**config.mk**
```make
export PLATFORM = sky130hd
export DESIGN_NAME = lfsr_gen
export DESIGN_NICKNAME = d
export VERILOG_FILES = /design/src/rtl/lfsr_gen.sv
export SDC_FILE = /design/constraint.sdc
export NUM_CORES = 1
export LEC_CHECK = 0
export ABC_AREA = 1
export CORE_MARGIN = 1.5
export CORE_UTILIZATION = 45
export CTS_CLUSTER_DIAMETER = 120
export DETAILED_ROUTE_END_ITERATION = 10
export PLACE_DENSITY_LB_ADDON = 0.25
export SETUP_SLACK_MARGIN = 0.5
export SLEW_MARGIN = 0
export SYNTH_ARGS = -nofsm -noshare
export SYNTH_HDL_FRONTEND = slang
export SYNTH_SLANG_ARGS = --single-unit
```
**constraint.sdc**
```tcl
create_clock -name clk -period 1.3 [get_ports clk]
set_input_delay 0.39 -clock clk [delete_from_list [all_inputs] [get_ports clk]]
set_output_delay 0.39 -clock clk [all_outputs]
set_load 0.05 [all_outputs]
```
**src/rtl/lfsr_gen.sv**
```systemverilog
// Fibonacci-style LFSR with a multi-bit step per enable, seed load with zero-seed substitution, and wrap detection.
// Optional period measurement is enabled by defining LFSR_PERIOD_CNT_EN; otherwise period is tied to 0.
module lfsr_gen #(
  parameter int              WIDTH    = 16,
  parameter logic [WIDTH-1:0] TAPS     = WIDTH'(16'hD008),
  parameter int              STEPS    = 1,
  parameter logic [WIDTH-1:0] SEED_DEF = WIDTH'(1)
) (
  input  logic             clk,
  input  logic             rst,
  input  logic             en,
  input  logic             load,
  input  logic [WIDTH-1:0] seed,
  output logic [WIDTH-1:0] state,
  output logic [STEPS-1:0] out_bits,
  output logic             wrap,
  output logic [WIDTH-1:0] period
);

  logic [WIDTH-1:0] r_state;
  logic [WIDTH-1:0] r_start;
  logic [STEPS-1:0] r_outBits;
  logic             r_wrap;

  logic [WIDTH-1:0] w_next;
  logic [STEPS-1:0] w_bits;
  logic             w_fb;
  logic [WIDTH-1:0] w_seedSel;
  logic             w_hitStart;

  // Unrolled chain of single shifts; the first feedback bit ends up in the MSB of w_bits.
  always_comb begin
    w_next = r_state;
    w_bits = '0;
    w_fb   = 1'b0;
    for (int i = 0; i < STEPS; i++) begin
      w_fb   = ^(w_next & TAPS);
      w_bits = (w_bits << 1) | STEPS'(w_fb);
      w_next = {w_next[WIDTH-2:0], w_fb};
    end
  end

  assign w_seedSel  = (seed == '0) ? SEED_DEF : seed;
  assign w_hitStart = (w_next == r_start);

  always_ff @(posedge clk) begin
    if (rst) begin
      r_state   <= SEED_DEF;
      r_start   <= SEED_DEF;
      r_outBits <= '0;
      r_wrap    <= 1'b0;
    end else if (load) begin
      r_state   <= w_seedSel;
      r_start   <= w_seedSel;
      r_outBits <= '0;
      r_wrap    <= 1'b0;
    end else if (en) begin
      r_state   <= w_next;
      r_outBits <= w_bits;
      r_wrap    <= w_hitStart;
    end else begin
      r_wrap    <= 1'b0;
    end
  end

`ifdef LFSR_PERIOD_CNT_EN
  logic [WIDTH-1:0] r_count;
  logic [WIDTH-1:0] r_period;

  // The captured period includes the wrapping step, so it is r_count + 1 at that edge.
  always_ff @(posedge clk) begin
    if (rst) begin
      r_count  <= '0;
      r_period <= '0;
    end else if (load) begin
      r_count  <= '0;
    end else if (en) begin
      if (w_hitStart) begin
        r_period <= r_count + WIDTH'(1);
        r_count  <= '0;
      end else begin
        r_count  <= r_count + WIDTH'(1);
      end
    end
  end

  assign period = r_period;
`else
  assign period = '0;
`endif

  assign state    = r_state;
  assign out_bits = r_outBits;
  assign wrap     = r_wrap;

endmodule

```
==> impl_metrics.csv, run 1 <==
group,metric,value,unit
finish,diodes,0,
cts,cts_buffer_depth,2,
power_and_ir_drop,p_leak,1.50,nW
placed_design,pre_cts_slack,-0.263,ns
drt,drc,0,
worst_setup_path,cp.arrival,1.53,ns
finish,mostFrequentLayoutCell,"nand2_1",
drt,vias,2433,
drt,via_per_inst,6.01,
placed_design,place_hpwl,3.37,mm
global_routing,track_usage,0.314,
global_routing,grt_pass1_wl,10.0,mm
power_and_ir_drop,switching_share,0.380,
worst_setup_path,cp_slowest_cell,"dfxtp_4",
die,die_w,65.7,microns
cts,htree_levels,2,
flow_run,maxCapViolCount,0,
cts,clk_latency,0.30,ns
finish,nets,376,
timing,whs,0.344,ns
global_routing,grt_pass1_vias,2029,
timing,slew_violations,0,
timing,rsz0062_at_grt,"true",
timing,setup_tns,0,ns
power_and_ir_drop,power,3.31,mW
power_and_ir_drop,netSwitchingPower,1.26,mW
worst_setup_path,cp-start-kind,"flip-flop",
outcome,outcome,"completed",
timing,min_period_over_period,0.997,
logic_synthesis,synth_cell_types,19,
global_routing,grt_overflow_total,0,
logic_synthesis,syn_area,1770,sq um
die,rows,22,
die,initial_core_util,0.476,
drt,wire_per_inst,21.5,microns
power_and_ir_drop,pwr-share-comb,0.385,
placed_design,io_buffers,37,
logic_synthesis,ys_ff_latch,34,
drt,drt_wl_total,8.72,mm
power_and_ir_drop,clockPowerShare,0.257,
timing,hold_violations,0,
finish,syn_to_final_growth,91.8,%
timing,fmax,0.772,GHz
cts,holdBufCountCts,0,
timing,setup_viol,0,
worst_setup_path,crit_chain,"buf_4 > inv_1 > nand2_1 > nand2_1 > nor2_1 > nand2_1 > nor2_1 > nand2_1 > nor2_2",
logic_synthesis,ys_seq_area_frac,0.385,
worst_setup_path,crit_top_cell,"nand2_1",
cts,cts_made_buffers,5,
logic_synthesis,synth_area_per_cell,6.53,sq um
power_and_ir_drop,power.share.sequential,0.358,
finish,layout-drive-gt1-share,0.585,
placed_design,gp_congestion,0.857,
finish,final_cell_mix,"nand2_1, inv_1, buf_4",
timing,post-route-min-period,1.30,ns
die,fp.dieArea,4320,sq um
power_and_ir_drop,vdd_ir_drop_max,0.722,mV
worst_setup_path,critPathMaxFanout,3,
die,io_pins,54,
cts,cts_sinks,34,
hold_path,hold_class,"input pin to flip-flop",
worst_setup_path,slowest_delay,0.39,ns
global_routing,grt_max_degree,16,
cts,root_buffer,"clkbuf_8",
power_and_ir_drop,p_int,2.05,mW
worst_setup_path,endpoint_kind,"flip-flop",
worst_setup_path,crit_required,1.54,ns
finish,fin_util,0.913,
drt,postRouteAntennaNets,0,
timing,setup_ws,0.00447,ns
worst_setup_path,worstSetupPathType,"flip-flop to flip-flop",
drt,drt-pass1-iter-count,5,
global_routing,antenna_found_initial,0,
logic_synthesis,synthCells,271,
die,core_area,3720,sq um
drt,drt_iter0_drc,331,
cts,cts_tree,"built",
logic_synthesis,synth.yosys.warnings,0,
power_and_ir_drop,pwr_density_cell,975,nW/um^2
cts,path_clk_slew,0.08,ns
timing,skew,0.00576,ns
die,die_y,65.7,microns
==> stage by stage <==
stage | std cells | instance area [sq um]
final | 405 | 3390
after global routing | 405 | 3390
after CTS | 399 | 3040
after detailed placement | 370 | 2530
after global placement | 370 | 2530
after floorplan | 286 | 1940
==> layout make-up <==
cell class / instances / area [sq um]
Fill cell: 136 / 323
Clock inverter: 1 / 5.00
Sequential cell: 34 / 746
Inverter: 36 / 154
Tap cell: 48 / 60.1
Multi-Input combinational cell: 192 / 1300
Timing Repair Buffer: 87 / 1040
Clock buffer: 7 / 86.3
==> cells by family (layout without fill, tap and decap cells) <==
family,count (synthesis),after routing,synth area share
buffers and inverters,61,131,0.176
other,1,16,0.00212
DFF,34,34,0.385
AOI/OAI and AO/OA,64,64,0.192
and+or+nand+nor,111,112,0.245
==> critical path, delay by kind of cell (launching register included) <==
family                 cells  cell delay, ns
and+or+nand+nor            7            0.66
DFF                        1            0.39
buffers and inverters      2            0.19
==> metal layers <==
metal	global-route usage	part of all wire	up-vias
met5	0	0	-
met4	0.156	0.074	0
met3	0.0668	0.092	76
met2	0.532	0.47	217
met1	0.373	0.36	1141
li1	-	-	999
==> repair_timing <==
action / 4_1_cts / 5_1_grt
setup endpoints to repair: 52 / 52
gates cloned: 2 / 0
endpoints found under the hold margin: 0 / 0
buffers inserted: 19 / 6
gates resized for setup: 166 / 80
pin swaps: 43 / 48
==> cell usage after synthesis, drive strengths merged <==
cell type  count  area, sq um
nor2          25          104
clkinv         1         3.75
o21ai         33          165
o22ai         15         93.8
buf           25          174
nand2         82          310
a21oi         16         80.1
nand3          4         20.0
conb           1         3.75
inv           35          134
dfxtp         34          681
==> worst paths after layout <==
check | from | cells after the start | end | slack, ns
worst max-delay path | state[9]$_SDFFE_PP0P_ | 9 | wrap$_SDFF_PP0_ | 0.004
worst min-delay path | seed[3] | 3 | state[3]$_SDFFE_PP0P_ | 0.34
worst max register to register | state[9]$_SDFFE_PP0P_ | 9 | wrap$_SDFF_PP0_ | 0.004
worst min register to register | r_start[9]$_SDFFE_PP0P_ | 2 | r_start[9]$_SDFFE_PP0P_ | 0.51
==> state kept, by name, summed over array words and instances, names as in the netlist <==
name      count
state        16
r_start      16
wrap          1
out_bits      1
==> power by group through the flow <==
stage               Sequential, mW  Combinational, mW  Clock, mW
floorplan                     1.31              0.415          0
global placement              1.21              0.810          0
detailed placement            1.21              0.820          0
CTS                           1.17               1.02      0.815
global route                  1.19               1.31      0.877
finish                        1.19               1.27      0.851
Power figures use the tool's default switching activity.
==> run 2: changes to the inputs <==
--- a/config.mk
+++ b/config.mk
@@ -6,6 +6,7 @@
 export NUM_CORES = 1
 export LEC_CHECK = 0
 export ABC_AREA = 1
+export CORE_ASPECT_RATIO = 0.9
 export CORE_MARGIN = 1.5
 export CORE_UTILIZATION = 45
 export CTS_CLUSTER_DIAMETER = 120
==> run 2 against run 1 <==
Net effect: the flow now finishes with violations (setup timing); final cell count decreased by 0.49%; combinational power rose by 3%; first-iteration DRC count fell by 12%; sequential power hardly changed; final area up 1.0%; critical path type unchanged; largest power group unchanged.
==> impl_metrics.csv, run 2 (synthesized netlist as in run 1, its figures left out) <==
group,metric,value,unit
drt,vias,2415,
cts,cts_buffer_depth,2,
finish,nets,376,
worst_setup_path,crit_required,1.53,ns
outcome,outcome,"complete, but fails checks",
global_routing,grt_pass1_wl,10.3,mm
worst_setup_path,rrSetupSlack,-0.02,ns
die,initial_core_util,0.474,
timing,skew,0.0114,ns
hold_path,hold_depth,3,
power_and_ir_drop,p_leak,1.50,nW
global_routing,grt_pass1_vias,2192,
worst_setup_path,cp_slowest_cell,"dfxtp_4",
global_routing,grt.busiest_layer,"met2",
worst_setup_path,cp.arrival,1.55,ns
timing,hold_violations,0,
die,core_area,3730,sq um
timing,setup_tns,-0.0175,ns
power_and_ir_drop,vdd_ir_drop_max,0.837,mV
drt,via_per_inst,5.99,
drt,drc,0,
timing,post-route-min-period,1.32,ns
cts,cts_tree,"built",
hold_path,hold_class,"input pin to flip-flop",
worst_setup_path,critPathMaxFanout,4,
worst_setup_path,critPathTopFamily,"simple AND/OR/NAND/NOR gates",
timing,setup_ws,-0.0175,ns
power_and_ir_drop,pwr_density_cell,973,nW/um^2
global_routing,grt_util_met1,0.346,
timing,min_period_over_period,1.01,
cts,cts_made_buffers,5,
drt,postRouteAntennaNets,0,
worst_setup_path,cp-start-kind,"flip-flop",
finish,mostFrequentLayoutCell,"nand2_1",
placed_design,place_hpwl,3.39,mm
outcome,failed_checks,"setup timing",
timing,setup_viol,1,
worst_setup_path,reg2reg_depth,9,
cts,cts_sinks,34,
die,io_pins,54,
placed_design,pre_cts_slack,-0.282,ns
drt,drt_iter0_drc,290,
cts,htree_levels,2,
worst_setup_path,path_depth,9,
die,fp.dieArea,4320,sq um
drt,drt-pass1-iter-count,5,
cts,holdBufCountCts,0,
drt,drt_wl_total,8.75,mm
timing,rsz0062_at_grt,"true",
worst_setup_path,worstSetupPathType,"flip-flop to flip-flop",
die,rows,21,
global_routing,grt_max_degree,16,
worst_setup_path,endpoint_kind,"flip-flop",
global_routing,track_usage,0.305,
placed_design,io_buffers,37,
worst_setup_path,slowest_delay,0.38,ns
finish,diodes,0,
timing,fmax,0.759,GHz
worst_setup_path,crit_top_cell,"nand2_1",
timing,whs,0.353,ns
global_routing,grtUsageMet2,0.536,
global_routing,antenna_found_initial,0,
cts,clk_latency,0.29,ns
finish,syn_to_final_growth,93.8,%
finish,final_cell_mix,"nand2_1, inv_1, buf_6",
die,die_y,62.5,microns
global_routing,grt_overflow_total,0,
worst_setup_path,crit_chain,"buf_6 > inv_4 > nand2_1 > nand2_1 > nor2_1 > nand2_1 > nor2_1 > nand2_1 > nor2_2",
flow_run,maxCapViolCount,0,
timing,slew_violations,0,
finish,layout-drive-gt1-share,0.585,
global_routing,use_met3,0.0871,
power_and_ir_drop,power,3.34,mW
cts,path_clk_slew,0.09,ns
cts,root_buffer,"clkbuf_8",
die,die_w,69.1,microns
drt,wire_per_inst,21.7,microns
worst_setup_path,cp.buffers_inverters,2,
placed_design,gp_congestion,0.854,
[run 2: cell types whose count changed in the layout (fill, tap and decap cells not counted), sizes merged]
cell / before / now
buf: 86 / 82
clkbuf: 7 / 11
[run 2: final timing paths]
kind | from | endpoint
worst max-delay path | state[3]$_SDFFE_PP0P_ | wrap$_SDFF_PP0_
worst min-delay path | seed[2] | state[2]$_SDFFE_PP0P_
worst max register to register | state[3]$_SDFFE_PP0P_ | wrap$_SDFF_PP0_
worst min register to register | out_bits$_SDFFE_PP0P_ | out_bits$_SDFFE_PP0P_
[run 2: timing repair]
| item | CTS | global route |
|---|---|---|
| setup endpoints to repair | 52 | 52 |
| gates resized for setup | 155 | 102 |
| endpoints found under the hold margin | 0 | 0 |
| pin swaps | 39 | 49 |
| gates cloned | 1 | 0 |
| buffers inserted | 21 | 4 |
[run 2: worst reg2reg max path, stage by stage, from the launching register on]
cell     delay, ns
dfxtp_4       0.38
buf_6         0.14
inv_4         0.05
nand2_1       0.05
nand2_1       0.05
nor2_1        0.13
nand2_1       0.09
nor2_1        0.12
nand2_1       0.12
nor2_2        0.11
[run 2: layout make-up]
| class | count | area [sq um] |
|---|---|---|
| multi-input cells | 192 | 1350 |
| repair buffers | 87 | 1010 |
| flip-flops and latches | 34 | 746 |
| fillers | 147 | 303 |
| inverters | 36 | 174 |
| clock buffers | 7 | 86.3 |
| well taps | 46 | 57.6 |
| clock inverters | 1 | 5.00 |
[run 2: power by group]
group | total, mW | internal (mW) | switching [mW]
combinational | 1.31 | 0.526 | 0.780
clock | 0.853 | 0.428 | 0.425
sequential | 1.18 | 1.10 | 0.0737
total | 3.34 | 2.06 | 1.28
[run 2: through the flow]
| stage | util | area, sq um | std cells |
|---|---|---|---|
| final | 0.919 | 3430 | 403 |
| after global routing | 0.919 | 3430 | 403 |
| after CTS | 0.820 | 3060 | 399 |
| after detailed placement | 0.679 | 2530 | 369 |
| after global placement | 0.679 | 2530 | 369 |
| after floorplan | - | 1940 | 286 |
[run 2: layer usage]
layer | routed length [microns] | vias up
met5 | 0 | -
met2 | 4510 | 207
li1 | - | 1001
met1 | 3060 | 1145
met4 | 447 | 0
met3 | 743 | 62
==> run 3: changes to the inputs <==
--- a/config.mk
+++ b/config.mk
@@ -11,6 +11,7 @@
 export CORE_UTILIZATION = 45
 export CTS_CLUSTER_DIAMETER = 120
 export DETAILED_ROUTE_END_ITERATION = 10
+export GPL_ROUTABILITY_DRIVEN = 0
 export PLACE_DENSITY_LB_ADDON = 0.25
 export SETUP_SLACK_MARGIN = 0.5
 export SLEW_MARGIN = 0
==> results of run 3 <==
No change in the layout: final DEF, timing and power equal those of run 2.
